`src/rtl/rvc_compress_packer.sv`:
```
// rvc_compress_packer: compresses a subset of RV32I instructions to RVC parcels
// and packs the resulting 16/32-bit parcels little-endian into 32-bit fetch words.
module rvc_compress_packer #(
  parameter bit EnableCompress = 1'b1
) (
  input  logic        clk_i,
  input  logic        rst_ni,
  input  logic        flush_i,
  input  logic        valid_i,
  output logic        ready_o,
  input  logic [31:0] instr_i,
  output logic        valid_o,
  input  logic        ready_i,
  output logic [31:0] data_o,
  output logic        idle_o,
  output logic [31:0] cnt_compressed_o
);

  localparam int unsigned InstrW  = 32;
  localparam int unsigned ParcelW = 16;
  localparam int unsigned RegW    = 5;

  localparam logic [6:0] OpImm  = 7'b0010011;
  localparam logic [6:0] OpReg  = 7'b0110011;
  localparam logic [6:0] OpJalr = 7'b1100111;

  // Instruction fields
  logic [6:0]      w_opcode;
  logic [2:0]      w_funct3;
  logic [6:0]      w_funct7;
  logic [RegW-1:0] w_rd;
  logic [RegW-1:0] w_rs1;
  logic [RegW-1:0] w_rs2;
  logic [11:0]     w_imm;
  logic            w_imm_small;

  assign w_opcode    = instr_i[6:0];
  assign w_rd        = instr_i[11:7];
  assign w_funct3    = instr_i[14:12];
  assign w_rs1       = instr_i[19:15];
  assign w_rs2       = instr_i[24:20];
  assign w_funct7    = instr_i[31:25];
  assign w_imm       = instr_i[31:20];
  // imm fits in 6-bit signed range [-32,31] when bits 11..5 are all the sign bit
  assign w_imm_small = (w_imm[11:5] == {7{w_imm[5]}});

  logic                 w_match;
  logic [ParcelW-1:0]   w_c16;
  logic                 w_comp;

  // Combinational compression of the incoming instruction
  always_comb begin
    w_match = 1'b0;
    w_c16   = '0;
    if (instr_i == 32'h0000_0013) begin
      w_match = 1'b1;
      w_c16   = 16'h0001;
    end else if (w_opcode == OpImm && w_funct3 == 3'b000) begin
      if (w_rd != '0 && w_rs1 == w_rd && w_imm != '0 && w_imm_small) begin
        w_match = 1'b1;
        w_c16   = {3'b000, w_imm[5], w_rd, w_imm[4:0], 2'b01};
      end else if (w_rd != '0 && w_rs1 == '0 && w_imm_small) begin
        w_match = 1'b1;
        w_c16   = {3'b010, w_imm[5], w_rd, w_imm[4:0], 2'b01};
      end
    end else if (w_opcode == OpReg && w_funct3 == 3'b000 && w_funct7 == 7'b0000000) begin
      if (w_rd != '0 && w_rs2 != '0 && w_rs1 == '0) begin
        w_match = 1'b1;
        w_c16   = {4'b1000, w_rd, w_rs2, 2'b10};
      end else if (w_rd != '0 && w_rs2 != '0 && w_rs1 == w_rd) begin
        w_match = 1'b1;
        w_c16   = {4'b1001, w_rd, w_rs2, 2'b10};
      end
    end else if (w_opcode == OpJalr && w_funct3 == 3'b000 && w_rd == '0 &&
                 w_imm == '0 && w_rs1 != '0) begin
      w_match = 1'b1;
      w_c16   = {4'b1000, w_rs1, 5'b00000, 2'b10};
    end
  end

  assign w_comp = EnableCompress && w_match;

  // State registers
  logic               r_res_v;
  logic [ParcelW-1:0] r_res;
  logic               r_valid;
  logic [InstrW-1:0]  r_data;
  logic [31:0]        r_cnt;

  logic               w_res_v_d;
  logic [ParcelW-1:0] w_res_d;
  logic               w_valid_d;
  logic [InstrW-1:0]  w_data_d;
  logic [31:0]        w_cnt_d;
  logic               w_out_free;
  logic               w_acc;

  assign w_out_free = !r_valid || ready_i;
  assign ready_o    = w_out_free && !flush_i;
  assign w_acc      = valid_i && ready_o;

  // Next-state: packing on accept, residue drain on flush
  always_comb begin
    w_res_v_d = r_res_v;
    w_res_d   = r_res;
    w_valid_d = r_valid && !ready_i;
    w_data_d  = r_data;
    w_cnt_d   = r_cnt;
    if (flush_i) begin
      if (r_res_v && w_out_free) begin
        w_valid_d = 1'b1;
        w_data_d  = {16'h0001, r_res};
        w_res_v_d = 1'b0;
      end
    end else if (w_acc) begin
      if (w_comp) begin
        w_cnt_d = r_cnt + 32'd1;
        if (r_res_v) begin
          w_valid_d = 1'b1;
          w_data_d  = {w_c16, r_res};
          w_res_v_d = 1'b0;
        end else begin
          w_res_d   = w_c16;
          w_res_v_d = 1'b1;
        end
      end else if (r_res_v) begin
        w_valid_d = 1'b1;
        w_data_d  = {instr_i[15:0], r_res};
        w_res_d   = instr_i[31:16];
      end else begin
        w_valid_d = 1'b1;
        w_data_d  = instr_i;
      end
    end
  end

  // Register update with asynchronous reset
  always_ff @(posedge clk_i or negedge rst_ni) begin
    if (!rst_ni) begin
      r_res_v <= 1'b0;
      r_res   <= '0;
      r_valid <= 1'b0;
      r_data  <= '0;
      r_cnt   <= '0;
    end else begin
      r_res_v <= w_res_v_d;
      r_res   <= w_res_d;
      r_valid <= w_valid_d;
      r_data  <= w_data_d;
      r_cnt   <= w_cnt_d;
    end
  end

  assign valid_o          = r_valid;
  assign data_o           = r_data;
  assign idle_o           = !r_res_v && !r_valid;
  assign cnt_compressed_o = r_cnt;

endmodule

```
`config.mk`:
```
export PLATFORM = sky130hd
export DESIGN_NAME = rvc_compress_packer
export DESIGN_NICKNAME = d
export VERILOG_FILES = /design/src/rtl/rvc_compress_packer.sv
export SDC_FILE = /design/constraint.sdc
export NUM_CORES = 1
export LEC_CHECK = 0
export BUFFER_PORTS_ARGS = -buffer_cell sky130_fd_sc_hd__buf_2
export CORE_MARGIN = 2
export CORE_UTILIZATION = 35
export CTS_BUF_LIST = sky130_fd_sc_hd__clkbuf_4 sky130_fd_sc_hd__clkbuf_8 sky130_fd_sc_hd__clkbuf_16
export DETAILED_ROUTE_END_ITERATION = 7
export PLACE_DENSITY_LB_ADDON = 0.12
export SLEW_MARGIN = 20
export SYNTH_ARGS = -nofsm -noshare
export SYNTH_HDL_FRONTEND = slang
export SYNTH_SLANG_ARGS = --single-unit
```
`constraint.sdc`:
```
create_clock -name clk_i -period 2.45 [get_ports clk_i]
set_clock_uncertainty 0.2 [all_clocks]
set_input_delay 0.6125 -clock clk_i [delete_from_list [all_inputs] [get_ports clk_i]]
set_output_delay 0.6125 -clock clk_i [all_outputs]
set_load 0.02 [all_outputs]
```
==> flow_summary.yaml <==
outcome:
  status: "complete, but fails checks"
  violations: "hold timing, setup timing"
place:
  portBuffers: 103
  routabilityCongestion: 0.937
  placed_cells: 799
  dp_hpwl_mm: 11.3
  preCtsSetupSlack_ns: -1.03
die:
  core_sq_um: 12700
  rows: 41
  die_h_microns: 119
  io_pins: 104
  start_util_pct: 36.1
  die_x_microns: 119
  dieArea_sq_um: 14100
sta:
  period_share_pct: 124
  finalWorstSetupSlack_ns: -0.589
  rsz0062_at_grt: "yes"
  tns_ns: -42.60
  setup_viol: 82
  period_needed_ns: 3.04
  slew_viol_final: 0
  worst_hold_slack_ns: -0.0000500
  timing.fmax_mhz: 329
  worst_pin_slew_ns: 0.679
  hold_viol_final: 2
  slew_headroom_pct: 54.4
worst_setup_path:
  slowest_delay_ns: 0.57
  cp_common_cell: "buf_6"
  path_cells: "buf_6 -> or4_4 -> or4_4 -> buf_4 -> buf_6 -> nor4_4 -> a21oi_2 -> o21ai_4 -> buf_6 -> buf_12 -> clkbuf_16 -> nand4_1 -> xnor2_1"
  setup.worst_path.start: "instr_i[23]"
  rr_endpoint: "cnt_compressed_o[28]"
  worstPathArrival_ns: 3.07
  critPathBufInv: 6
  crit_family: "simple AND/OR/NAND/NOR gates"
  path_class: "primary input to register"
  cp.depth: 13
  end_kind: "register"
  r2r_start: "cnt_compressed_o[4]"
  critPathLaunchType: "primary input"
  cp_max_fo: 5
  rrSetupSlack_ns: -0.01
  required_ns: 2.48
  crit_path_end: "cnt_compressed_o[13]"
  cpMaxStageDelayCell: "or4_4"
  reg2reg_depth: 7
synthesis:
  synthFlopType: "dfrtp_1"
  syn_inst: 436
  ys_ff_latch: 82
  avgSynthCellArea_sq_um: 10.5
  synth_nets: 475
  synth_top_area_share_pct: 44.7
  synth_edf_count: 0
  yosys.area.top_type: "dfrtp_1"
  yosysUniqueCellTypes: 58
  seq_area_frac_synth_pct: 44.7
  yosysWarnings: 0
  synthArstFlopShare_pct: 100
  synth_area_leaders: "dfrtp_1, mux2i_1, xor2_1"
  syn_area_sq_um: 4590
cells_and_area:
  fin_nets: 698
  antenna_cells: 0
  syn2layout_area_growth_pct: 58.9
  drive_gt1_share_pct: 53.4
  layout.cells.non_filler: 835
clocking:
  numCtsBuffers: 9
  clock_latency_ns: 0.35
  cts.path.max_buffers: 2
  cts_tree: "yes"
  ctsHoldBuffers: 0
  clk_pin_slew_ns: 0.06
  cts.sinks: 82
  h-tree-depth: 3
  clockRootBuffer: "clkbuf_16"
power:
  ir_drop_mv: 0.295
  p_leak_nw: 3.64
  p_per_area_nw_per_um2: 487
routing:
  wl_mm: 15.6
  postRouteAntennaNets: 0
  wl_per_cell_microns: 18.7
  drtPass1Iterations: 5
  via_per_inst: 5.40
  drt_iter0_markers: 221
  vias: 4512
  remaining_drc_errors: 0
worst_hold_path:
  hold_class: "primary input to async pin"
global_route:
  antenna_found_initial: 0
  grt_pass1_vias: 4507
  grt_usage_pct: 22.3
  grt_pass1_wl_mm: 24.4
  grt_overflow_total: 0
  grt_max_degree: 45
run:
  max_cap_viol_count: 0
## worst min path at each step
stage	end	from	cells past startpoint	slack, ns
2_1_floorplan	cnt_compressed_o[0]	rst_ni	0	0.12
3_3_place_gp	cnt_compressed_o[31]	cnt_compressed_o[31]	1	0.25
3_5_place_dp	cnt_compressed_o[31]	cnt_compressed_o[31]	1	0.25
4_1_cts	data_o[22]	rst_ni	1	0.01
5_1_grt	data_o[8]	rst_ni	1	0.03
6_report	data_o[7]	rst_ni	1	-0.00005
## cells in the mapped netlist, types with 3 or more instances
| cell type | count |
|---|---|
| o21ai_0 | 27 |
| nand2_1 | 21 |
| or3_1 | 3 |
| xnor2_1 | 17 |
| o221a_2 | 14 |
| o211ai_1 | 4 |
| clkbuf_1 | 13 |
| buf_2 | 4 |
| or2_2 | 17 |
| and3_1 | 10 |
| mux2_4 | 7 |
| nor2_1 | 16 |
| xor2_1 | 19 |
| a32oi_1 | 5 |
| nand2b_1 | 3 |
| a32o_1 | 12 |
| mux2_2 | 11 |
| inv_1 | 20 |
| nor3_1 | 13 |
| o31ai_1 | 3 |
| dfrtp_1 | 82 |
| mux2i_1 | 17 |
| nand4_1 | 16 |
| nand3_1 | 13 |
| nor4_1 | 14 |
| a21oi_1 | 12 |
## layer usage
layer / wire, microns / vias up / track usage (%)
met5: 0 / - / 0
met4: 294 / 0 / 8.93
met3: 702 / 22 / 2.85
met2: 7180 / 144 / 34.0
met1: 7400 / 2250 / 32.0
li1: - / 2096 / -
## registers in the layout, indices dropped and copies added (netlist names)
name,flops
data_o,32
cnt_compressed_o,32
r_res,16
valid_o,1
r_res_v,1
## kinds of logic after synthesis
group / after synthesis / synth area share [%]
compound gates: 94 / 16.0
xor+xnor: 36 / 6.86
fa+ha+maj: 2 / 0.545
buf+inv: 40 / 3.89
flops: 82 / 44.7
mux: 36 / 9.18
simple gates: 146 / 18.8
## report_power, final
part           switching [W]  internal, W  total, W
registers          0.0000457      0.00144   0.00149
logic               0.000359     0.000286  0.000644
clock network       0.000544     0.000877   0.00142
total               0.000948      0.00260   0.00355
## stage by stage
step	utilization, %	area [sq um]	power [W]	hold WS [ns]
3_3_place_gp	49.3	6270	0.00210	0.253
3_5_place_dp	49.3	6270	0.00211	0.254
5_1_grt	57.4	7300	0.00369	0.0314
4_1_cts	55.1	7020	0.00356	0.0108
2_1_floorplan	-	4810	0.00180	0.117
6_report	57.4	7300	0.00355	-0.0000500
## layout by cell type (no fill, tap or decap), types with 16 or more instances in the layout
cell type,n
buf_4,97
inv_1,20
xnor2_1,17
buf_2,97
xor2_1,19
dfrtp_1,82
nand4_1,16
buf_6,21
o21ai_0,23
nand2_1,19
mux2i_1,17
## timing repair
item	4_1_cts	5_1_grt
pin swaps	36	24
resized for setup	58	40
setup buffers	11	10
endpoints found under the setup margin	82	82
cloned	3	1
## layout make-up
type                    count  area, sq um
clock buffers              13          274
clock inverters             2         35.0
fillers                  1171         5420
inverters                  20         75.1
multi-input cells         314         2850
flip-flops and latches     82         2050
well taps                 172          215
repair buffers            232         1800
(Power assumes the default switching activity.)
